===== src/rtl/collision_probe.sv =====
// Collision-ROM read client: issues 8 edge probes (9 with COLLISION_CENTER_PROBE_EN) around the player box,
// one read per clock, and reports per-edge blocking plus a touched-code mask; done 10 (11) clocks after start.
module collision_probe #(
  parameter int SCREEN_W   = 640,
  parameter int SCREEN_H   = 480,
  parameter int ADDR_W     = 19,
  parameter int CODE_W     = 3,
  parameter int BOX_W      = 16,
  parameter int BOX_H      = 24,
  parameter int SOLID_CODE = 1
) (
  input  logic                    clock,
  input  logic                    reset_n,
  input  logic                    start,
  input  logic [9:0]              pos_x,
  input  logic [9:0]              pos_y,
  output logic [ADDR_W-1:0]       rom_addr,
  input  logic [CODE_W-1:0]       rom_q,
  output logic                    busy,
  output logic                    done,
  output logic                    blocked_up,
  output logic                    blocked_down,
  output logic                    blocked_left,
  output logic                    blocked_right,
  output logic [(1<<CODE_W)-1:0]  hit_mask,
  output logic [CODE_W-1:0]       center_code
);

`ifdef COLLISION_CENTER_PROBE_EN
  localparam int NPROBE = 9;
`else
  localparam int NPROBE = 8;
`endif
  localparam int IDX_W  = 4;
  localparam int MASK_W = 1 << CODE_W;

  localparam logic signed [11:0] BW12   = 12'(BOX_W);
  localparam logic signed [11:0] BH12   = 12'(BOX_H);
  localparam logic signed [11:0] SW12   = 12'(SCREEN_W);
  localparam logic signed [11:0] SH12   = 12'(SCREEN_H);
  localparam logic [ADDR_W-1:0]  STRIDE = ADDR_W'(SCREEN_W);
  localparam logic [CODE_W-1:0]  SOLID  = CODE_W'(SOLID_CODE);
  localparam logic [IDX_W-1:0]   LAST   = IDX_W'(NPROBE - 1);

  typedef enum logic [1:0] {IDLE, ISSUE, DRAIN} state_t;

  state_t              state_q;
  logic [9:0]          x_q, y_q;
  logic [IDX_W-1:0]    idx_q;
  logic                s0_vld_q, s0_oob_q, s1_vld_q, s1_oob_q;
  logic [IDX_W-1:0]    s0_idx_q, s1_idx_q;
  logic                acc_up_q, acc_dn_q, acc_lf_q, acc_rt_q;
  logic [MASK_W-1:0]   acc_mask_q;
  logic [ADDR_W-1:0]   rom_addr_q;
  logic                busy_q, done_q;
  logic                up_q, dn_q, lf_q, rt_q;
  logic [MASK_W-1:0]   mask_q;

  logic [IDX_W-1:0]    issue_idx_d;
  logic signed [11:0]  bx_d, by_d, px_d, py_d;
  logic                oob_d;
  logic [ADDR_W-1:0]   addr_d;
  logic [CODE_W-1:0]   code_d;
  logic                solid_d, last_d;
  logic                up_d, dn_d, lf_d, rt_d;
  logic [MASK_W-1:0]   mask_d;

  // In IDLE the first probe is computed straight from the start-cycle position.
  always_comb begin
    issue_idx_d = (state_q == IDLE) ? '0 : idx_q;
    bx_d = (state_q == IDLE) ? $signed({2'b00, pos_x}) : $signed({2'b00, x_q});
    by_d = (state_q == IDLE) ? $signed({2'b00, pos_y}) : $signed({2'b00, y_q});
    px_d = bx_d;
    py_d = by_d;
    case (issue_idx_d)
      4'd0:    begin px_d = bx_d + 12'sd1;        py_d = by_d - 12'sd1;        end
      4'd1:    begin px_d = bx_d + BW12 - 12'sd2; py_d = by_d - 12'sd1;        end
      4'd2:    begin px_d = bx_d + 12'sd1;        py_d = by_d + BH12;          end
      4'd3:    begin px_d = bx_d + BW12 - 12'sd2; py_d = by_d + BH12;          end
      4'd4:    begin px_d = bx_d - 12'sd1;        py_d = by_d + 12'sd1;        end
      4'd5:    begin px_d = bx_d - 12'sd1;        py_d = by_d + BH12 - 12'sd2; end
      4'd6:    begin px_d = bx_d + BW12;          py_d = by_d + 12'sd1;        end
      4'd7:    begin px_d = bx_d + BW12;          py_d = by_d + BH12 - 12'sd2; end
      default: begin px_d = bx_d + (BW12 >>> 1);  py_d = by_d + (BH12 >>> 1);  end
    endcase
    oob_d  = (px_d < 12'sd0) || (px_d >= SW12) || (py_d < 12'sd0) || (py_d >= SH12);
    addr_d = oob_d ? '0 : (ADDR_W'(py_d[9:0]) * STRIDE + ADDR_W'(px_d[9:0]));

    code_d  = s1_oob_q ? SOLID : rom_q;
    solid_d = (code_d == SOLID);
    last_d  = (s1_idx_q == LAST);
    up_d    = acc_up_q | (solid_d && s1_idx_q[3:1] == 3'd0);
    dn_d    = acc_dn_q | (solid_d && s1_idx_q[3:1] == 3'd1);
    lf_d    = acc_lf_q | (solid_d && s1_idx_q[3:1] == 3'd2);
    rt_d    = acc_rt_q | (solid_d && s1_idx_q[3:1] == 3'd3);
    mask_d  = acc_mask_q | (MASK_W'(1) << code_d);
  end

`ifdef COLLISION_CENTER_PROBE_EN
  logic [CODE_W-1:0] center_q;
  always_ff @(posedge clock or negedge reset_n) begin
    if (!reset_n) begin
      center_q <= '0;
    end else if (s1_vld_q && last_d) begin
      center_q <= code_d;
    end
  end
  assign center_code = center_q;
`else
  assign center_code = '0;
`endif

  always_ff @(posedge clock or negedge reset_n) begin
    if (!reset_n) begin
      state_q    <= IDLE;
      x_q        <= '0;
      y_q        <= '0;
      idx_q      <= '0;
      s0_vld_q   <= 1'b0;
      s0_oob_q   <= 1'b0;
      s0_idx_q   <= '0;
      s1_vld_q   <= 1'b0;
      s1_oob_q   <= 1'b0;
      s1_idx_q   <= '0;
      acc_up_q   <= 1'b0;
      acc_dn_q   <= 1'b0;
      acc_lf_q   <= 1'b0;
      acc_rt_q   <= 1'b0;
      acc_mask_q <= '0;
      rom_addr_q <= '0;
      busy_q     <= 1'b0;
      done_q     <= 1'b0;
      up_q       <= 1'b0;
      dn_q       <= 1'b0;
      lf_q       <= 1'b0;
      rt_q       <= 1'b0;
      mask_q     <= '0;
    end else begin
      done_q   <= 1'b0;
      s0_vld_q <= 1'b0;
      s1_vld_q <= s0_vld_q;
      s1_oob_q <= s0_oob_q;
      s1_idx_q <= s0_idx_q;

      case (state_q)
        IDLE: begin
          if (start) begin
            x_q        <= pos_x;
            y_q        <= pos_y;
            rom_addr_q <= addr_d;
            s0_vld_q   <= 1'b1;
            s0_oob_q   <= oob_d;
            s0_idx_q   <= issue_idx_d;
            idx_q      <= IDX_W'(1);
            busy_q     <= 1'b1;
            acc_up_q   <= 1'b0;
            acc_dn_q   <= 1'b0;
            acc_lf_q   <= 1'b0;
            acc_rt_q   <= 1'b0;
            acc_mask_q <= '0;
            state_q    <= ISSUE;
          end
        end
        ISSUE: begin
          rom_addr_q <= addr_d;
          s0_vld_q   <= 1'b1;
          s0_oob_q   <= oob_d;
          s0_idx_q   <= issue_idx_d;
          idx_q      <= idx_q + IDX_W'(1);
          if (idx_q == LAST) state_q <= DRAIN;
        end
        default: ;
      endcase

      // Results arrive two clocks after issue; the last one publishes and ends the scan.
      if (s1_vld_q) begin
        acc_up_q   <= up_d;
        acc_dn_q   <= dn_d;
        acc_lf_q   <= lf_d;
        acc_rt_q   <= rt_d;
        acc_mask_q <= mask_d;
        if (last_d) begin
          up_q    <= up_d;
          dn_q    <= dn_d;
          lf_q    <= lf_d;
          rt_q    <= rt_d;
          mask_q  <= mask_d;
          done_q  <= 1'b1;
          busy_q  <= 1'b0;
          state_q <= IDLE;
        end
      end
    end
  end

  assign rom_addr      = rom_addr_q;
  assign busy          = busy_q;
  assign done          = done_q;
  assign blocked_up    = up_q;
  assign blocked_down  = dn_q;
  assign blocked_left  = lf_q;
  assign blocked_right = rt_q;
  assign hit_mask      = mask_q;

endmodule


===== config.mk =====
export PLATFORM = sky130hd
export DESIGN_NAME = collision_probe
export DESIGN_NICKNAME = d
export VERILOG_FILES = /design/src/rtl/collision_probe.sv
export SDC_FILE = /design/constraint.sdc
export NUM_CORES = 1
export LEC_CHECK = 0
export CAP_MARGIN = 20
export CORE_ASPECT_RATIO = 1.75
export CORE_MARGIN = 4
export CORE_UTILIZATION = 64
export DETAILED_ROUTE_END_ITERATION = 8
export GPL_TIMING_DRIVEN = 0
export HOLD_SLACK_MARGIN = 0.03
export PLACE_DENSITY = 0.95
export SYNTH_ARGS = -nofsm -noshare
export SYNTH_HDL_FRONTEND = slang
export SYNTH_SLANG_ARGS = --single-unit

===== constraint.sdc =====
create_clock -name clock -period 16.9 [get_ports clock]
set_clock_uncertainty 0.1 [all_clocks]
set_input_delay 2.535 -clock clock [delete_from_list [all_inputs] [get_ports clock]]
set_output_delay 2.535 -clock clock [all_outputs]
set_load 0.01 [all_outputs]

==> results.tsv, run 1 <==
stage	metric	value	unit
status	status	complete, no violations	
synth	async_reset_ff_share	100	%
synth	synthTopCellsByArea	dfrtp_1 (30%), ha_1 (7.1%), a21oi_1 (4.7%)	
global_route	grt_max_degree	66	
synth	synthFlopType	dfrtp_1	
sta	post-route-min-period	8.01	ns
floorplanning	die_h	146	um
placed_design	dp_slack	8.81	ns
global_route	grt_pass1_vias	7116	
floorplanning	core-area	10700	sq um
sta	relSlewSlack	15.8	%
critical_path	cp_common_cell	ha_1	
sta	setup_viol	0	
routing	drt-total-wl	22.6	mm
synth	netlist_area	7010	sq um
placed_design	io_buffer_count	57	
global_route	grt_antenna_before_repair	0	
critical_path	cp.depth	25	
critical_path	critical_path_required	17.05	ns
worst_hold_path	hold_class	register to register	
critical_path	path_buf_inv	2	
routing	route.detailed.drc	0	
sta	slew_viol_final	0	
critical_path	cp-end-kind	register	
clocking	cts_buffer_depth	2	
synth	synth_cell_type_count	94	
clocking	h-tree-depth	3	
clocking	cts_setup_buffers	0	
synth	synth_seq_cells	83	
synth	yosysTopAreaCell	dfrtp_1	
job	cap_violations	0	
cells_and_area	nNetsFinal	943	
placed_design	routabilityCongestion	1.05	
worst_hold_path	whs_path_depth	0	
synth	yosysWarnings	0	
synth	synthCells	804	
floorplanning	die_area	12800	sq um
routing	drtPass1Iterations	6	
sta	worstMarginPinSlew	1.26	ns
cells_and_area	area_delta_synth_final	15.1	%
synth	synth-edff-count	0	
critical_path	cp_top_family	adder cells	
critical_path	reg2reg_depth	29	
cells_and_area	drive_above_1_share	11.3	%
routing	wl_per_cell	22.4	um
clocking	cts_root_buf	clkbuf_16	
clocking	cts_sinks	83	
global_route	grt.total_usage	36.5	%
sta	period_share	47.4	%
placed_design	dp_cells	994	
placed_design	dp_hpwl	16.7	mm
clocking	cts_inserted_buffers	9	
synth	yosysSeqAreaShare	29.6	%
clocking	tritoncts	done	
synth	synth_top_area_share	29.6	%
clocking	insertion_delay	0.35	ns
sta	rsz0062_at_grt	no	
clocking	ctsHoldBuffers	0	
clocking	clk_pin_slew_worst_paths	0.07	ns
floorplanning	initial_core_util	65.5	%
routing	first_iter_violations	744	
routing	via_per_inst	6.87	
critical_path	critPathMaxFanout	7	
cells_and_area	final_cell_count_no_fill	1010	
synth	yosysMostFrequentCell	dfrtp_1	
floorplanning	ios	62	
routing	vias	6940	
sta	hold_violations	0	
floorplanning	die_w	87.1	um
routing	drt.antenna.violating_nets	0	
clocking	cts_resized	0	
sta	timing.fmax	125	MHz
sta	setup_ws	8.89	ns
sta	tns	0	ns
critical_path	start_kind	primary input	
floorplanning	fp-row-count	50	
cells_and_area	n_antenna_cell	0	
critical_path	max_stage_delay	0.86	ns
critical_path	critPathArrivalTime	8.15	ns
critical_path	crit_type	primary input to register	
global_route	grt_overflow	0	
synth	syn_avg_cell_area	8.71	sq um
critical_path	critPathSlowestCell	mux2i_1	
synth	synthTopCellsByCount	dfrtp_1 (83), nand2_1 (69), nor2_1 (69)	
cells_and_area	filler_cell_count	718	
global_route	grt_pass1_wl	36.2	mm
==> area by class of cell <==
class | instances | area (sq um) | share of cell area [%]
clock buffers | 9 | 225 | 2.79
multi-input cells | 653 | 4580 | 56.8
plain buffers | 49 | 278 | 3.44
inverters | 21 | 78.8 | 0.977
flip-flops and latches | 83 | 2080 | 25.7
well taps | 130 | 163 | 2.02
clock inverters | 7 | 70.1 | 0.868
repair buffers | 58 | 596 | 7.38
==> flip-flops by register name (all words and copies together), names as in the netlist, 2 cells and up <==
register and flops:
x_q 10, rom_addr 19, y_q 10, acc_mask_q 8, s0_idx_q 4, idx_q 4, state_q 2, hit_mask 8
s1_idx_q 4
==> stage by stage <==
stage	hold slack, ns	util, %	area [sq um]
finish	0.251	75.4	8070
global route	0.265	75.4	8070
CTS	0.250	75.4	8070
detailed placement	0.241	72.7	7770
global placement	0.235	72.4	7750
floorplan	0.231	-	7010
==> worst paths after layout <==
kind,from,end,slack [ns]
max,pos_y[2],rom_addr[18]$_DFFE_PN0P_,8.89
min,s0_vld_q$_DFF_PN0_,s1_vld_q$_DFF_PN0_,0.25
max reg2reg,state_q[0]$_DFF_PN0_,rom_addr[18]$_DFFE_PN0P_,9.86
min reg2reg,s0_vld_q$_DFF_PN0_,s1_vld_q$_DFF_PN0_,0.25
max in group asynchronous,reset_n,rom_addr[15]$_DFFE_PN0P_,14.14
min in group asynchronous,reset_n,x_q[5]$_DFFE_PN0P_,1.96
==> cells in the final DEF, fill, tap and decap left out, types with 9 or more instances in the layout <==
| cell type | count |
|---|---|
| ha_1 | 40 |
| a21oi_1 | 66 |
| o211ai_1 | 20 |
| o21ai_2 | 11 |
| and2_1 | 10 |
| o21ai_0 | 59 |
| dfrtp_1 | 83 |
| and3_1 | 10 |
| nor3_1 | 12 |
| mux2_2 | 26 |
| a211oi_1 | 9 |
| nand2_1 | 69 |
| xnor2_1 | 32 |
| clkbuf_16 | 9 |
| inv_1 | 21 |
| nor2_1 | 69 |
| nand3_1 | 15 |
| a31oi_1 | 12 |
| buf_6 | 9 |
| nor2b_1 | 11 |
| clkdlybuf4s50_1 | 56 |
| clkbuf_1 | 23 |
| mux2i_1 | 16 |
| nor4_1 | 10 |
| xor2_1 | 13 |
==> routing by layer <==
metal,vias to the layer above,GRT usage [%],routed length [um]
met2,455,61.9,11300
met3,167,7.57,1770
li1,3095,-,-
met1,3223,38.4,7460
met4,0,27.7,2090
met5,-,0,0
==> logic make-up (layout without fill, tap and decap cells) <==
family          Yosys count  in the layout  synth area share, %
mux                      43             43                 6.66
other cells               1              3               0.0535
buf+inv                  70            144                 5.09
simple gates            261            261                 19.4
compound gates          258            258                 25.5
flops                    83             83                 29.6
fa+ha+maj                42             42                 7.71
xor+xnor                 46             46                 5.95
==> worst reg2reg max path: cells and delay by family, from the launching register on <==
kind,cells,cell delay [ns]
and+or+nand+nor,9,1.29
adders and majority gates,4,1.26
AOI/OAI and AO/OA,7,1.11
buffers and inverters,5,1.10
muxes,1,0.90
xor gates and xnor gates,3,0.72
DFF,1,0.46
Power of run 1 is left out: the tool's default activity adds up to more than one toggle a clock period on the data nets, which glitch-free logic cannot reach.
==> inputs of run 2 (changes only) <==
CORE_UTILIZATION = 59   (was 64)
PLACE_DENSITY = 0.91   (was 0.95)
clock period = 8.1 ns   (was 16.9 ns; I/O delays follow)
==> run 2 against run 1 <==
Against the previous run:
- non-clock buffer count up 1
- design area unchanged
- global-route usage down 3.5 points
- routed wire length down 1.1%
- utilization down 5.8 points
- largest cell class unchanged
- final cell count up 0.59%
==> results.tsv, run 2 (same netlist as run 1, synthesis figures left out) <==
stage	metric	value	unit	change
sta	rsz0062_at_grt	no		unchanged
clocking	insertion_delay	0.35	ns	about the same
worst_hold_path	hold_class	register to register		unchanged
routing	drt.antenna.violating_nets	0		unchanged
floorplanning	initial_core_util	60.5	%	was 65.5%
critical_path	max_stage_delay	0.72	ns	was 0.86 ns
critical_path	path_buf_inv	5		was 2
status	status	complete, no violations		unchanged
clocking	cts_resized	0		unchanged
clocking	h-tree-depth	3		unchanged
global_route	grt_overflow	0		unchanged
routing	wl_per_cell	22.0	um	was 22.4 um
routing	route.detailed.drc	0		unchanged
sta	timing.fmax	151	MHz	
routing	drtPass1Iterations	8		was 6
routing	first_iter_violations	736		was 744
floorplanning	ios	62		unchanged
global_route	grt_pass1_wl	36.3	mm	was 36.2 mm
floorplanning	fp-row-count	52		was 50
critical_path	r2r-start	state_q[0]$_DFF_PN0_		unchanged
sta	slew_viol_final	0		unchanged
job	cap_violations	0		unchanged
routing	vias	6898		was 6940
critical_path	cp-end-kind	register		unchanged
cells_and_area	nNetsFinal	944		was 943
global_route	grt.total_usage	33.0	%	was 36.5%
sta	worstMarginPinSlew	1.03	ns	was 1.26 ns
cells_and_area	drive_above_1_share	11.4	%	was 11.3%
critical_path	critPathMaxFanout	10		was 7
clocking	cts_inserted_buffers	9		unchanged
sta	relSlewSlack	30.5	%	was 15.8%
clocking	cts_root_buf	clkbuf_16		unchanged
cells_and_area	mostFrequentLayoutCells	dfrtp_1 (83), nor2_1 (69), nand2_1 (69)		unchanged
cells_and_area	area_delta_synth_final	15.1	%	unchanged
placed_design	routabilityCongestion	1.02		was 1.05
clocking	cts_sinks	83		unchanged
routing	drt-total-wl	22.4	mm	was 22.6 mm
critical_path	crit_type	register to register		was primary input to register
cells_and_area	largest_reg_flops	19		unchanged
clocking	clk_pin_slew_worst_paths	0.07	ns	about the same
global_route	grt_pass1_vias	6967		was 7116
global_route	grt_antenna_before_repair	0		unchanged
critical_path	critPathArrivalTime	6.77	ns	was 8.15 ns
placed_design	io_buffer_count	57		unchanged
worst_hold_path	hp-start	s0_vld_q$_DFF_PN0_		unchanged
floorplanning	die_w	90.4	um	was 87.1 um
clocking	ctsHoldBuffers	0		unchanged
sta	hold_violations	0		unchanged
critical_path	critPathSlowestCell	mux2i_1		unchanged
clocking	tritoncts	done		unchanged
placed_design	dp_hpwl	16.5	mm	was 16.7 mm
critical_path	start_kind	register		was primary input
critical_path	cp_top_family	simple AND/OR/NAND/NOR gates		was adder cells
sta	setup_viol	0		unchanged
cells_and_area	final_common_cell	dfrtp_1		unchanged
critical_path	critical_path_required	8.24	ns	was 17.05 ns
cells_and_area	n_antenna_cell	0		unchanged
floorplanning	die_h	152	um	was 146 um
clocking	cts_buffer_depth	2		unchanged
critical_path	startpoint	state_q[0]$_DFF_PN0_		was pos_y[2]
sta	period_share	81.8	%	
routing	via_per_inst	6.79		was 6.87
global_route	grt_max_degree	65		was 66
sta	post-route-min-period	6.63	ns	
sta	tns	0	ns	unchanged
clocking	cts_setup_buffers	0		unchanged
floorplanning	die_area	13800	sq um	was 12800 sq um
floorplanning	core-area	11600	sq um	was 10700 sq um
-- run 2: changes by cell type in the layout (fill, tap and decap cells not counted) --
cell | before | now
inv_6 | 3 | 2
clkinv_4 | 1 | 2
clkinv_2 | 0 | 1
clkbuf_2 | 0 | 1
clkinv_8 | 1 | 0
-- run 2: final timing paths --
kind | endpoint | slack, ns | depth (start not counted)
worst max-delay path | rom_addr[18]$_DFFE_PN0P_ | 1.47 | 29
worst min register to register | s1_vld_q$_DFF_PN0_ | 0.26 | 0
max in group asynchronous | rom_addr[15]$_DFFE_PN0P_ | 6.65 | 2
min in group asynchronous | x_q[4]$_DFFE_PN0P_ | 0.65 | 1
worst min-delay path | s1_vld_q$_DFF_PN0_ | 0.26 | 0
worst max register to register | rom_addr[18]$_DFFE_PN0P_ | 1.47 | 29
-- run 2: layer usage --
metal / track usage (%) / share of wire [%] / vias up
met5: 0 / 0 / -
li1: - / - / 3103
met3: 4.74 / 7.5 / 129
met2: 58.0 / 51 / 396
met1: 35.7 / 34 / 3270
met4: 24.3 / 8.2 / 0
-- run 2: final cells by class --
| type | instances | area [sq um] |
|---|---|---|
| buffer | 49 | 278 |
| clock buffer | 9 | 225 |
| clock inverter | 7 | 58.8 |
| fill | 933 | 3510 |
| inverter | 21 | 78.8 |
| multi-input combinational | 653 | 4580 |
| sequential | 83 | 2080 |
| tap | 135 | 169 |
| timing repair buffer | 59 | 601 |
-- run 2: metrics by stage --
| stage | cell area (sq um) | cells | util (%) | hold slack, ns | setup WS, ns |
|---|---|---|---|---|---|
| 2_1_floorplan | 7010 | 806 | - | 0.231 | 2.81 |
| 6_report | 8070 | 1016 | 69.7 | 0.257 | 1.47 |
| 3_3_place_gp | 7750 | 998 | 67.0 | 0.233 | 1.65 |
| 4_1_cts | 8060 | 1015 | 69.6 | 0.259 | 1.65 |
| 5_1_grt | 8070 | 1016 | 69.7 | 0.262 | 1.02 |
| 3_5_place_dp | 7780 | 999 | 67.2 | 0.244 | 1.60 |
Power of run 2 is left out for the same reason.
==> inputs of run 3 (changes only) <==
clock period = 6.7 ns   (was 8.1 ns; I/O delays follow)
==> run 3 against run 2 <==
Against the previous run:
- routed wire length hardly changed
- final cell count is 0.20% higher
- register-to-register slack worse by 1.0 ns
- first-iteration DRC count is 10% lower
- non-clock buffer count is 2 higher
- via count is 0.38% lower
- largest cell class unchanged
==> results.tsv, run 3 (same netlist as run 1, synthesis figures left out) <==
stage	metric	value	unit	change
status	status	complete, no violations		unchanged
cells_and_area	area_delta_synth_final	15.7	%	was 15.1%
floorplanning	initial_core_util	60.5	%	unchanged
critical_path	reg2reg_slack	0.43	ns	was 1.47 ns
worst_hold_path	whs_path_depth	0		unchanged
sta	timing.fmax	160	MHz	was 151 MHz
cells_and_area	nNetsFinal	946		was 944
floorplanning	die_area	13800	sq um	unchanged
placed_design	dp_slack	0.298	ns	was 1.60 ns
critical_path	critical_path_required	6.84	ns	was 8.24 ns
cells_and_area	largest_reg_flops	19		unchanged
sta	setup_viol	0		unchanged
critical_path	critPathMaxFanout	10		unchanged
placed_design	io_buffer_count	57		unchanged
floorplanning	fp-row-count	52		unchanged
routing	drt.antenna.violating_nets	0		unchanged
sta	period_share	93.5	%	was 81.8%
clocking	cts_inserted_buffers	9		unchanged
cells_and_area	filler_cell_count	932		was 933
clocking	insertion_delay	0.35	ns	about the same
cells_and_area	multi_input_area	4610	sq um	was 4580 sq um
critical_path	critPathArrivalTime	6.40	ns	was 6.77 ns
critical_path	start_kind	register		unchanged
routing	wl_per_cell	22.0	um	about the same
cells_and_area	seq_area	2080	sq um	unchanged
global_route	grt.total_usage	33.0	%	unchanged
placed_design	routabilityCongestion	1.02		unchanged
critical_path	r2r_end	rom_addr[18]$_DFFE_PN0P_		unchanged
cells_and_area	mostFrequentLayoutCells	dfrtp_1 (83), nor2_1 (69), nand2_1 (69)		unchanged
sta	setup_ws	0.435	ns	was 1.47 ns
floorplanning	ios	62		unchanged
cells_and_area	drive_above_1_share	11.8	%	was 11.4%
sta	relSlewSlack	32.1	%	was 30.5%
global_route	grt_pass1_vias	6967		unchanged
placed_design	dp_hpwl	16.5	mm	unchanged
global_route	grt_max_degree	65		unchanged
critical_path	critPathSlowestCell	dfrtp_1		was mux2i_1
clocking	cts_sinks	83		unchanged
job	cap_violations	0		unchanged
cells_and_area	n_antenna_cell	0		unchanged
floorplanning	die_h	152	um	unchanged
critical_path	crit_type	register to register		unchanged
worst_hold_path	hold_class	register to register		unchanged
critical_path	r2r-start	state_q[0]$_DFF_PN0_		unchanged
routing	drtPass1Iterations	8		unchanged
critical_path	startpoint	state_q[0]$_DFF_PN0_		unchanged
clocking	h-tree-depth	3		unchanged
global_route	grt_antenna_before_repair	0		unchanged
sta	hold_violations	0		unchanged
routing	vias	6872		was 6898
routing	drt-total-wl	22.4	mm	about the same
cells_and_area	final_area	8110	sq um	was 8070 sq um
routing	route.detailed.drc	0		unchanged
cells_and_area	final_common_cell	dfrtp_1		unchanged
clocking	tritoncts	done		unchanged
routing	first_iter_violations	660		was 736
critical_path	max_stage_delay	0.48	ns	was 0.72 ns
routing	via_per_inst	6.75		was 6.79
global_route	grt_overflow	0		unchanged
floorplanning	core-area	11600	sq um	unchanged
clocking	clk_pin_slew_worst_paths	0.07	ns	about the same
clocking	cts_root_buf	clkbuf_16		unchanged
critical_path	cp-endpoint	rom_addr[18]$_DFFE_PN0P_		unchanged
critical_path	cp-end-kind	register		unchanged
sta	post-route-min-period	6.27	ns	was 6.63 ns
floorplanning	die_w	90.4	um	unchanged
cells_and_area	final_cell_count_no_fill	1018		was 1016
sta	slew_viol_final	0		unchanged
sta	worstMarginPinSlew	1.01	ns	was 1.03 ns
sta	tns	0	ns	unchanged
global_route	grt_pass1_wl	36.3	mm	unchanged
placed_design	post_dp_cell_area	7780	sq um	unchanged
placed_design	dp_cells	999		unchanged
critical_path	reg2reg_depth	29		unchanged
clocking	cts_buffer_depth	2		unchanged
run 3: changes by cell type in the layout (fill, tap and decap cells not counted), sizes merged:
cell  change
buf       +2
run 3: layer usage:
layer	GRT usage, %	share of wire (%)	wire (um)	vias up
met5	0	0	0	-
met4	24.3	8.6	1920	0
met3	4.74	6.4	1430	130
met2	58.0	50	11200	338
met1	35.7	35	7790	3304
li1	-	-	-	3100
run 3: final cells by class:
class                      count  share of cell area, %
timing repair buffer          61                   7.59
sequential                    83                   25.6
buffer                        49                   3.43
clock buffer                   9                   2.78
tap                          135                   2.08
multi-input combinational    653                   56.8
inverter                      21                  0.972
clock inverter                 7                  0.725
run 3: through the flow:
step	hold WS, ns	utilization [%]
after detailed placement	0.244	67.2
after global routing	0.262	70.0
after global placement	0.233	67.0
final	0.257	70.0
after floorplan	0.231	-
after CTS	0.259	69.6
run 3: worst min path at each step:
| stage | from | to |
|---|---|---|
| after floorplan | s0_vld_q$_DFF_PN0_ | s1_vld_q$_DFF_PN0_ |
| after global placement | s0_vld_q$_DFF_PN0_ | s1_vld_q$_DFF_PN0_ |
| after detailed placement | s0_vld_q$_DFF_PN0_ | s1_vld_q$_DFF_PN0_ |
| after CTS | s0_vld_q$_DFF_PN0_ | s1_vld_q$_DFF_PN0_ |
| after global routing | s0_vld_q$_DFF_PN0_ | s1_vld_q$_DFF_PN0_ |
| final | s0_vld_q$_DFF_PN0_ | s1_vld_q$_DFF_PN0_ |
run 3: timing repair:
| action | CTS | global route |
|---|---|---|
| buffers inserted | 0 | 2 |
| setup endpoints to repair | 0 | 4 |
| gates resized for setup | 0 | 4 |
| hold buffers | 0 | 0 |
run 3: critical path: cells and delay by family, from the launching register on:
family                     cells  cell delay, ns
AOI/OAI and AO/OA              7            1.12
DFF                            1            0.48
xor gates and xnor gates       3            0.62
and+or+nand+nor                9            1.16
muxes                          1            0.44
adders and majority gates      4            1.12
buffers and inverters          5            1.11
Power of run 3 is left out for the same reason.
